<file path="src/rtl/tmds_pkg.sv">
// tmds_pkg: shared types, symbol tables and helper functions for the TMDS encoders.
//   mode_t       : per-beat symbol mode (CONTROL / VIDEO / TERC4 / GUARD)
//   CTRL_CODE    : 4 control-period symbols indexed by {c1,c0}
//   TERC4_CODE   : 16 data-island symbols indexed by the aux nibble
//   GUARD_*      : guard-band symbols
//   popcount8, qm_encode, video_use_xor : stage-1 video helpers
// Symbols are written MSB first: bit 9 is the leftmost digit.
package tmds_pkg;

    typedef enum logic [1:0] {
        MODE_CONTROL = 2'b00,
        MODE_VIDEO   = 2'b01,
        MODE_TERC4   = 2'b10,
        MODE_GUARD   = 2'b11
    } mode_t;

    localparam int unsigned SYM_W  = 10;
    localparam int unsigned BYTE_W = 8;

    localparam logic [SYM_W-1:0] CTRL_CODE [4] = '{
        10'b1101010100,
        10'b0010101011,
        10'b0101010100,
        10'b1010101011
    };

    localparam logic [SYM_W-1:0] TERC4_CODE [16] = '{
        10'b1010011100,
        10'b1001100011,
        10'b1011100100,
        10'b1011100010,
        10'b0101110001,
        10'b0100011110,
        10'b0110001110,
        10'b0100111100,
        10'b1011001100,
        10'b0100111001,
        10'b0110011100,
        10'b1011000110,
        10'b1010001110,
        10'b1001110001,
        10'b0101100011,
        10'b1011000011
    };

    localparam logic [SYM_W-1:0] GUARD_VID_A = 10'b1011001100;
    localparam logic [SYM_W-1:0] GUARD_VID_B = 10'b0100110011;
    localparam logic [SYM_W-1:0] GUARD_DI    = 10'b0100110011;

    // Number of ones in a byte.
    function automatic logic [3:0] popcount8(input logic [7:0] v);
        logic [3:0] n;
        n = '0;
        for (int i = 0; i < 8; i++) begin
            n = n + 4'(v[i]);
        end
        return n;
    endfunction

    // Transition-minimising choice: XOR chain when it yields fewer transitions.
    function automatic logic video_use_xor(input logic [7:0] d);
        logic [3:0] n;
        n = popcount8(d);
        return (n < 4'd4) || ((n == 4'd4) && d[0]);
    endfunction

    // Rolling XOR/XNOR chain; bit 8 records which one was used.
    function automatic logic [8:0] qm_encode(input logic [7:0] d, input logic use_xor);
        logic [8:0] q;
        q[0] = d[0];
        for (int i = 1; i < 8; i++) begin
            q[i] = use_xor ? (q[i-1] ^ d[i]) : ~(q[i-1] ^ d[i]);
        end
        q[8] = use_xor;
        return q;
    endfunction

endpackage

</file>
<file path="src/rtl/tmds_multi_encoder_if.sv">
// tmds_multi_encoder_if: beat bus between the packet scheduler and the TMDS encoder.
//   master : scheduler side, drives valid_in/mode/guard_di/data/ctrl/aux,
//            observes valid_out/tmds/disparity
//   slave  : encoder side, the mirror image
// Channel c occupies data[8c+:8], ctrl[2c+:2], aux[4c+:4], tmds[10c+:10],
// disparity[DISP_W*c+:DISP_W].
interface tmds_multi_encoder_if #(
    parameter int unsigned NUM_CH = 3,
    parameter int unsigned DISP_W = 6
);
    import tmds_pkg::*;

    logic                       valid_in;
    mode_t                      mode;
    logic                       guard_di;
    logic [NUM_CH*8-1:0]        data;
    logic [NUM_CH*2-1:0]        ctrl;
    logic [NUM_CH*4-1:0]        aux;
    logic                       valid_out;
    logic [NUM_CH*10-1:0]       tmds;
    logic [NUM_CH*DISP_W-1:0]   disparity;

    modport master (
        output valid_in, mode, guard_di, data, ctrl, aux,
        input  valid_out, tmds, disparity
    );

    modport slave (
        input  valid_in, mode, guard_di, data, ctrl, aux,
        output valid_out, tmds, disparity
    );

endinterface

</file>
<file path="src/rtl/tmds_channel_encoder.sv">
// tmds_channel_encoder: one TMDS lane, 2-stage pipeline, owns its running disparity.
//   clk, rst    : pixel clock, async active-high reset
//   s2_en       : stage-2 beat qualifier (valid delayed by one cycle, from the top)
//   mode        : symbol mode of the beat entering stage 1
//   guard_di    : guard flavour (0 video, 1 data island)
//   data/ctrl/aux : per-lane video byte, control pair, TERC4 nibble
//   tmds        : registered 10-bit symbol
//   disparity   : registered signed running disparity
// CH_MOD3 selects which guard pattern this lane emits.
module tmds_channel_encoder
    import tmds_pkg::*;
#(
    parameter int unsigned DISP_W  = 6,
    parameter int unsigned CH_MOD3 = 0
) (
    input  logic                     clk,
    input  logic                     rst,
    input  logic                     s2_en,
    input  mode_t                    mode,
    input  logic                     guard_di,
    input  logic [7:0]               data,
    input  logic [1:0]               ctrl,
    input  logic [3:0]               aux,
    output logic [SYM_W-1:0]         tmds,
    output logic signed [DISP_W-1:0] disparity
);

    localparam logic signed [DISP_W-1:0] CNT_BYTE = DISP_W'(BYTE_W);
    localparam logic signed [DISP_W-1:0] CNT_TWO  = DISP_W'(2);

    // Stage 1 registers
    logic [8:0]  qm_q;
    logic [3:0]  qm_ones_q;
    mode_t       mode_q;
    logic        guard_di_q;
    logic [1:0]  ctrl_q;
    logic [3:0]  aux_q;
    logic [8:0]  qm_c;

    // Stage 2 registers
    logic [SYM_W-1:0]         tmds_q;
    logic signed [DISP_W-1:0] cnt_q;

    // Stage 2 next-state terms
    logic [SYM_W-1:0]         tmds_c;
    logic signed [DISP_W-1:0] cnt_c;
    logic signed [DISP_W-1:0] bal_c;
    logic                     cnt_zero_c;
    logic                     cnt_neg_c;
    logic                     cnt_pos_c;
    logic                     bal_zero_c;
    logic                     more_ones_c;
    logic                     more_zeros_c;

    // Transition-minimised word for this byte
    always_comb begin
        qm_c = qm_encode(data, video_use_xor(data));
    end

    // Stage 1: capture minimised word, its weight and the beat's side fields
    always_ff @(posedge clk or posedge rst) begin
        if (rst) begin
            qm_q       <= '0;
            qm_ones_q  <= '0;
            mode_q     <= MODE_CONTROL;
            guard_di_q <= 1'b0;
            ctrl_q     <= '0;
            aux_q      <= '0;
        end else begin
            qm_q       <= qm_c;
            qm_ones_q  <= popcount8(qm_c[7:0]);
            mode_q     <= mode;
            guard_di_q <= guard_di;
            ctrl_q     <= ctrl;
            aux_q      <= aux;
        end
    end

    // Stage 2: symbol selection and disparity update; bubbles hold state
    always_comb begin
        tmds_c       = tmds_q;
        cnt_c        = cnt_q;
        // bal_c = N1 - N0 = 2*N1 - 8
        bal_c        = DISP_W'({qm_ones_q, 1'b0}) - CNT_BYTE;
        cnt_zero_c   = (cnt_q == '0);
        cnt_neg_c    = cnt_q[DISP_W-1];
        cnt_pos_c    = !cnt_neg_c && !cnt_zero_c;
        bal_zero_c   = (qm_ones_q == 4'd4);
        more_ones_c  = (qm_ones_q > 4'd4);
        more_zeros_c = (qm_ones_q < 4'd4);

        if (s2_en) begin
            case (mode_q)
                MODE_VIDEO: begin
                    if (cnt_zero_c || bal_zero_c) begin
                        tmds_c = {~qm_q[8], qm_q[8], qm_q[8] ? qm_q[7:0] : ~qm_q[7:0]};
                        cnt_c  = qm_q[8] ? (cnt_q + bal_c) : (cnt_q - bal_c);
                    end else if ((cnt_pos_c && more_ones_c) || (cnt_neg_c && more_zeros_c)) begin
                        tmds_c = {1'b1, qm_q[8], ~qm_q[7:0]};
                        cnt_c  = cnt_q - bal_c + (qm_q[8] ? CNT_TWO : '0);
                    end else begin
                        tmds_c = {1'b0, qm_q[8], qm_q[7:0]};
                        cnt_c  = cnt_q + bal_c - (qm_q[8] ? '0 : CNT_TWO);
                    end
                end
                MODE_CONTROL: begin
                    tmds_c = CTRL_CODE[ctrl_q];
                    cnt_c  = '0;
                end
                MODE_TERC4: begin
                    tmds_c = TERC4_CODE[aux_q];
                    cnt_c  = '0;
                end
                MODE_GUARD: begin
                    if (!guard_di_q) begin
                        tmds_c = (CH_MOD3 == 1) ? GUARD_VID_B : GUARD_VID_A;
                    end else begin
                        // Lane 0 of a data-island guard still carries HSYNC/VSYNC via TERC4
                        tmds_c = (CH_MOD3 == 0) ? TERC4_CODE[aux_q] : GUARD_DI;
                    end
                    cnt_c = '0;
                end
                default: begin
                end
            endcase
        end
    end

    // Stage 2 registers
    always_ff @(posedge clk or posedge rst) begin
        if (rst) begin
            tmds_q <= '0;
            cnt_q  <= '0;
        end else begin
            tmds_q <= tmds_c;
            cnt_q  <= cnt_c;
        end
    end

    assign tmds      = tmds_q;
    assign disparity = cnt_q;

endmodule

</file>
<file path="src/rtl/tmds_multi_encoder.sv">
// tmds_multi_encoder: NUM_CH-lane TMDS symbol encoder (video, control, TERC4, guard).
//   clk, rst : pixel clock, async active-high reset
//   bus      : slave side of tmds_multi_encoder_if carrying the input beat and the
//              encoded output beat (valid_out, tmds, disparity)
// Fixed two-cycle latency, one beat per cycle, no backpressure. Lanes share
// valid and mode but keep independent disparity.
module tmds_multi_encoder #(
    parameter int unsigned NUM_CH = 3,
    parameter int unsigned DISP_W = 6
) (
    input  logic                 clk,
    input  logic                 rst,
    tmds_multi_encoder_if.slave  bus
);

    logic valid_s1_q;
    logic valid_s2_q;

    // Valid pipeline; stage-1 valid gates the stage-2 update in every lane
    always_ff @(posedge clk or posedge rst) begin
        if (rst) begin
            valid_s1_q <= 1'b0;
            valid_s2_q <= 1'b0;
        end else begin
            valid_s1_q <= bus.valid_in;
            valid_s2_q <= valid_s1_q;
        end
    end

    assign bus.valid_out = valid_s2_q;

    // One encoder per lane
    for (genvar ch = 0; ch < NUM_CH; ch++) begin : g_ch
        tmds_channel_encoder #(
            .DISP_W  (DISP_W),
            .CH_MOD3 (ch % 3)
        ) u_enc (
            .clk       (clk),
            .rst       (rst),
            .s2_en     (valid_s1_q),
            .mode      (bus.mode),
            .guard_di  (bus.guard_di),
            .data      (bus.data[8*ch +: 8]),
            .ctrl      (bus.ctrl[2*ch +: 2]),
            .aux       (bus.aux[4*ch +: 4]),
            .tmds      (bus.tmds[10*ch +: 10]),
            .disparity (bus.disparity[DISP_W*ch +: DISP_W])
        );
    end

endmodule

</file>
<file path="src/flat_wrapper.sv">
// flat-port wrapper written by rule: the top's interface ports become plain ports
module tmds_multi_encoder_flat 
#(
    parameter int unsigned NUM_CH = 3,
    parameter int unsigned DISP_W = 6
)
  (clk, rst, bus_valid_in, bus_mode, bus_guard_di, bus_data, bus_ctrl, bus_aux, bus_valid_out, bus_tmds, bus_disparity);
  tmds_multi_encoder_if #(.NUM_CH(NUM_CH), .DISP_W(DISP_W)) bus_i ();
  input  logic clk;
  input  logic rst;
  input wire logic [$bits(bus_i.valid_in)-1:0] bus_valid_in;
  input wire logic [$bits(bus_i.mode)-1:0] bus_mode;
  input wire logic [$bits(bus_i.guard_di)-1:0] bus_guard_di;
  input wire logic [$bits(bus_i.data)-1:0] bus_data;
  input wire logic [$bits(bus_i.ctrl)-1:0] bus_ctrl;
  input wire logic [$bits(bus_i.aux)-1:0] bus_aux;
  output wire logic [$bits(bus_i.valid_out)-1:0] bus_valid_out;
  output wire logic [$bits(bus_i.tmds)-1:0] bus_tmds;
  output wire logic [$bits(bus_i.disparity)-1:0] bus_disparity;
  assign bus_i.valid_in = bus_valid_in;
  assign bus_i.mode = bus_mode;
  assign bus_i.guard_di = bus_guard_di;
  assign bus_i.data = bus_data;
  assign bus_i.ctrl = bus_ctrl;
  assign bus_i.aux = bus_aux;
  assign bus_valid_out = bus_i.valid_out;
  assign bus_tmds = bus_i.tmds;
  assign bus_disparity = bus_i.disparity;
  tmds_multi_encoder #(.NUM_CH(NUM_CH), .DISP_W(DISP_W)) u_core (.clk(clk), .rst(rst), .bus(bus_i));
endmodule
</file>
<file path="config.mk">
export PLATFORM = sky130hd
export DESIGN_NAME = tmds_multi_encoder_flat
export DESIGN_NICKNAME = d
export VERILOG_FILES = /design/src/rtl/tmds_pkg.sv /design/src/rtl/tmds_multi_encoder_if.sv /design/src/rtl/tmds_channel_encoder.sv /design/src/rtl/tmds_multi_encoder.sv /design/src/flat_wrapper.sv
export SDC_FILE = /design/constraint.sdc
export NUM_CORES = 1
export LEC_CHECK = 0
export BUFFER_PORTS_ARGS = -buffer_cell sky130_fd_sc_hd__buf_2
export CORE_ASPECT_RATIO = 0.5
export CORE_MARGIN = 10
export CORE_UTILIZATION = 50
export CTS_CLUSTER_SIZE = 25
export DETAILED_ROUTE_END_ITERATION = 7
export PLACE_DENSITY = 0.84
export SYNTH_ARGS = -nofsm -noshare
export SYNTH_HDL_FRONTEND = slang
export SYNTH_SLANG_ARGS = --single-unit
</file>
<file path="constraint.sdc">
create_clock -name clk -period 2.8 [get_ports clk]
set_input_delay 0.14 -clock clk [delete_from_list [all_inputs] [get_ports clk]]
set_output_delay 0.14 -clock clk [all_outputs]
set_load 0.05 [all_outputs]
</file>
==> impl_metrics.json <==
{
  "status": "finished, violations left",
  "violations": "negative setup slack",
  "hold_start": "bus_data[8]",
  "syn_area_per_cell_um2": 9.52,
  "syn_to_final_growth_pct": 30.9,
  "placedInstanceArea_um2": 10300,
  "synth-xor-area-share": 0.115,
  "grt_pass1_vias": 7976,
  "max_freq_ghz": 0.191,
  "yosysWarnings": 0,
  "drt-initial-drc-count": 552,
  "insertion_delay_ns": 0.36,
  "synth-adder-area-share": 0.242,
  "num_vias": 7397,
  "drv_slew": 0,
  "fin_nets": 1324,
  "dp_cells": 1306,
  "ir_drop_mv": 0.959,
  "p_leak_nw": 5.57,
  "whs_ns": 0.0554,
  "grt_max_degree": 108,
  "syn_area_um2": 8670,
  "antenna_left": 0,
  "die_w_um": 206,
  "antenna_found_initial": 0,
  "place_congestion": 0.931,
  "pin_count": 97,
  "cts_num_sinks": 107,
  "power.density_nw_per_um2": 1470,
  "rsz0062_at_grt": "true",
  "synth_compound_area_frac": 0.161,
  "slew_headroom": 0.437,
  "synth_top_area_cell": "dfrtp_1",
  "grt_use_total": 0.202,
  "die_h_um": 113,
  "drc": 0,
  "grt_pass1_wl_mm": 38.8,
  "dr.max_layer_used": "met4",
  "synth_top_family_by_area": "adder cells",
  "gr-total-overflow": 0,
  "initial_core_util": 0.520,
  "ys_seq_area_frac": 0.309,
  "num_rows": 33,
  "synth.area.top_cells": "dfrtp_1 (31%), ha_1 (15%), fa_1 (8.8%)",
  "tightest_slew_ns": 0.842,
  "synth_top_area_share": 0.309,
  "synthCells": 911,
  "startpoint_type": "primary input",
  "cts_buffer_depth": 2,
  "finalPower_mw": 16.7,
  "setup-violations-final": 24,
  "synth-async-reset-ratio": 1.00,
  "post-synth-top-count-cell": "inv_1",
  "netlist_top_cells_count": "inv_1 (142), dfrtp_1 (107), ha_1 (107)",
  "h-tree-depth": 3,
  "synth_mux_area_frac": 0.0179,
  "dr.pass1.iters": 5,
  "synth.distinct_cells": 57,
  "final_layout_size_suffix_gt1_frac": 0.280,
  "coreArea_um2": 16700,
  "min_path_type": "primary input to flop",
  "rr_startpoint": "u_core.g_ch[2].u_enc.disparity[1]",
  "cp-end-kind": "flop",
  "tns_ns": -28.73,
  "ys_ff_latch": 107,
  "final_area_um2": 11400,
  "wl_met2_mm": 12.6,
  "drt-total-wl_mm": 24.1,
  "cts_root_buffer": "clkbuf_16",
  "worst_slack_ns": -2.43,
  "vias_per_cell": 5.43,
  "arrival_ns": 5.49,
  "fin_crit_sh": 1.87,
  "numCtsBuffers": 9,
  "finalCriticalPeriod_ns": 5.23,
  "diodes": 0,
  "clk_pin_slew_ns": 0.08,
  "finalHoldViolCount": 0,
  "synth_edf_count": 0,
  "critical_path_class": "primary input to flop",
  "dp_hpwl_mm": 17.5,
  "fin_cells": 1363,
  "dieArea_um2": 23300,
  "avgRoutedWirePerCell_um": 17.7,
  "required_ns": 3.06,
  "met3_length_mm": 1.26,
  "cp_max_fo": 3,
  "numPortBuffers": 93,
  "synth-simple-area-share": 0.0785,
  "cts_tree": "built",
  "maxCapViolCount": 0,
  "skew_ns": 0.0103,
  "m1WireLength_mm": 9.53,
  "synth_top_flop_cell": "dfrtp_1",
  "startpoint": "bus_data[0]"
}
-- sequential cells by signal (all words and copies together) (netlist names) --
register and count:
u_core.g_ch.u_enc.aux_q 12, u_core.g_ch.u_enc.mode_q 2, u_core.g_ch.u_enc.disparity 15, u_core.g_ch.u_enc.ctrl_q 6, u_core.g_ch.u_enc.tmds 30, u_core.g_ch.u_enc.qm_ones_q 12, u_core.g_ch.u_enc.qm_q 27, u_core.bus.valid_out 1
u_core.valid_s1_q 1, u_core.g_ch.u_enc.guard_di_q 1
-- critical path: stages --
cell	delay (ns)
buf_8	0.08
clkinvlp_4	0.08
fa_1	0.50
fa_1	0.44
fa_1	0.50
inv_1	0.05
ha_2	0.17
fa_1	0.49
nor3_4	0.18
o21ai_2	0.09
a21oi_4	0.22
xor2_2	0.20
inv_1	0.07
fa_1	0.45
fa_1	0.51
inv_1	0.05
fa_1	0.53
ha_4	0.15
inv_2	0.03
fa_2	0.51
inv_1	0.04
-- final timing paths --
kind                                                     endpoint  slack, ns  cells past startpoint
worst min-delay path                 u_core.g_ch[1].u_enc.qm_q[0]       0.06                      2
min in group asynchronous                    u_core.bus.valid_out       0.46                      4
worst max register to register  u_core.g_ch[2].u_enc.disparity[5]       0.10                     10
max in group asynchronous       u_core.g_ch[0].u_enc.disparity[1]       1.82                      4
worst max-delay path            u_core.g_ch[0].u_enc.qm_ones_q[1]      -2.43                     21
worst min register to register       u_core.g_ch[0].u_enc.tmds[2]       0.49                      1
-- logic make-up (layout without fill, tap and decap cells) --
kind of cell    after synthesis  count (layout)
buf+inv                     173             396
simple gates                148             148
xor+xnor                    113             113
mux                          12              12
other cells                   1               3
compound gates              212             212
flops                       107             107
fa+ha+maj                   145             145
-- placed cells by master (no fill, tap or decap), types with 5 or more instances in the layout --
master and instances:
inv_1 118, dfrtp_1 104, buf_4 100, ha_1 99, buf_2 86, nor2_1 57
xnor2_1 57, a21oi_1 56, nand2_1 42, xor2_1 39, o21ai_0 33, fa_1 29
dlygate4sd3_1 24, buf_6 21, nor2b_1 19, o22ai_1 19, a21o_1 18, inv_2 17
a211oi_1 13, nand2b_1 12, a31oi_1 10, o211ai_1 9, fa_2 9, clkbuf_16 9
xnor2_2 6, a221oi_1 6, ha_4 6, mux2_2 5, clkinvlp_4 5, xnor2_4 5
buf_8 5
-- what timing repair did --
| action | CTS | global route |
|---|---|---|
| setup endpoints to repair | 26 | 33 |
| endpoints found under the hold margin | 107 | 0 |
| setup buffers | 32 | 16 |
| hold buffers | 24 | 0 |
| resized for setup | 61 | 39 |
| gates cloned | 0 | 0 |
| pin swaps | 28 | 14 |
-- power by group --
part	switching (mW)	internal, mW
clock network	0.630	0.739
registers	0.406	2.06
logic	6.84	6.04
total	7.88	8.84
-- through the flow --
step,worst slack (ns),util
after floorplan,-2.57,-
after global placement,-2.64,0.616
after detailed placement,-2.83,0.616
after CTS,-2.36,0.676
after global routing,-2.61,0.681
final,-2.43,0.681
-- area by class of cell --
| class | instances | area, um^2 |
|---|---|---|
| multi-input combinational | 633 | 5750 |
| fill | 1193 | 5330 |
| sequential | 107 | 2680 |
| timing repair buffer | 237 | 1750 |
| inverter | 143 | 563 |
| tap | 227 | 284 |
| clock buffer | 10 | 239 |
| clock inverter | 6 | 83.8 |
-- routing by layer --
metal  vias up  global-route usage
met2       248               0.372
met3        60              0.0356
met1      3632               0.229
met5         -                   0
met4         0              0.0773
li1       3457                   -
No activity file was read; power rests on OpenSTA's default activity.
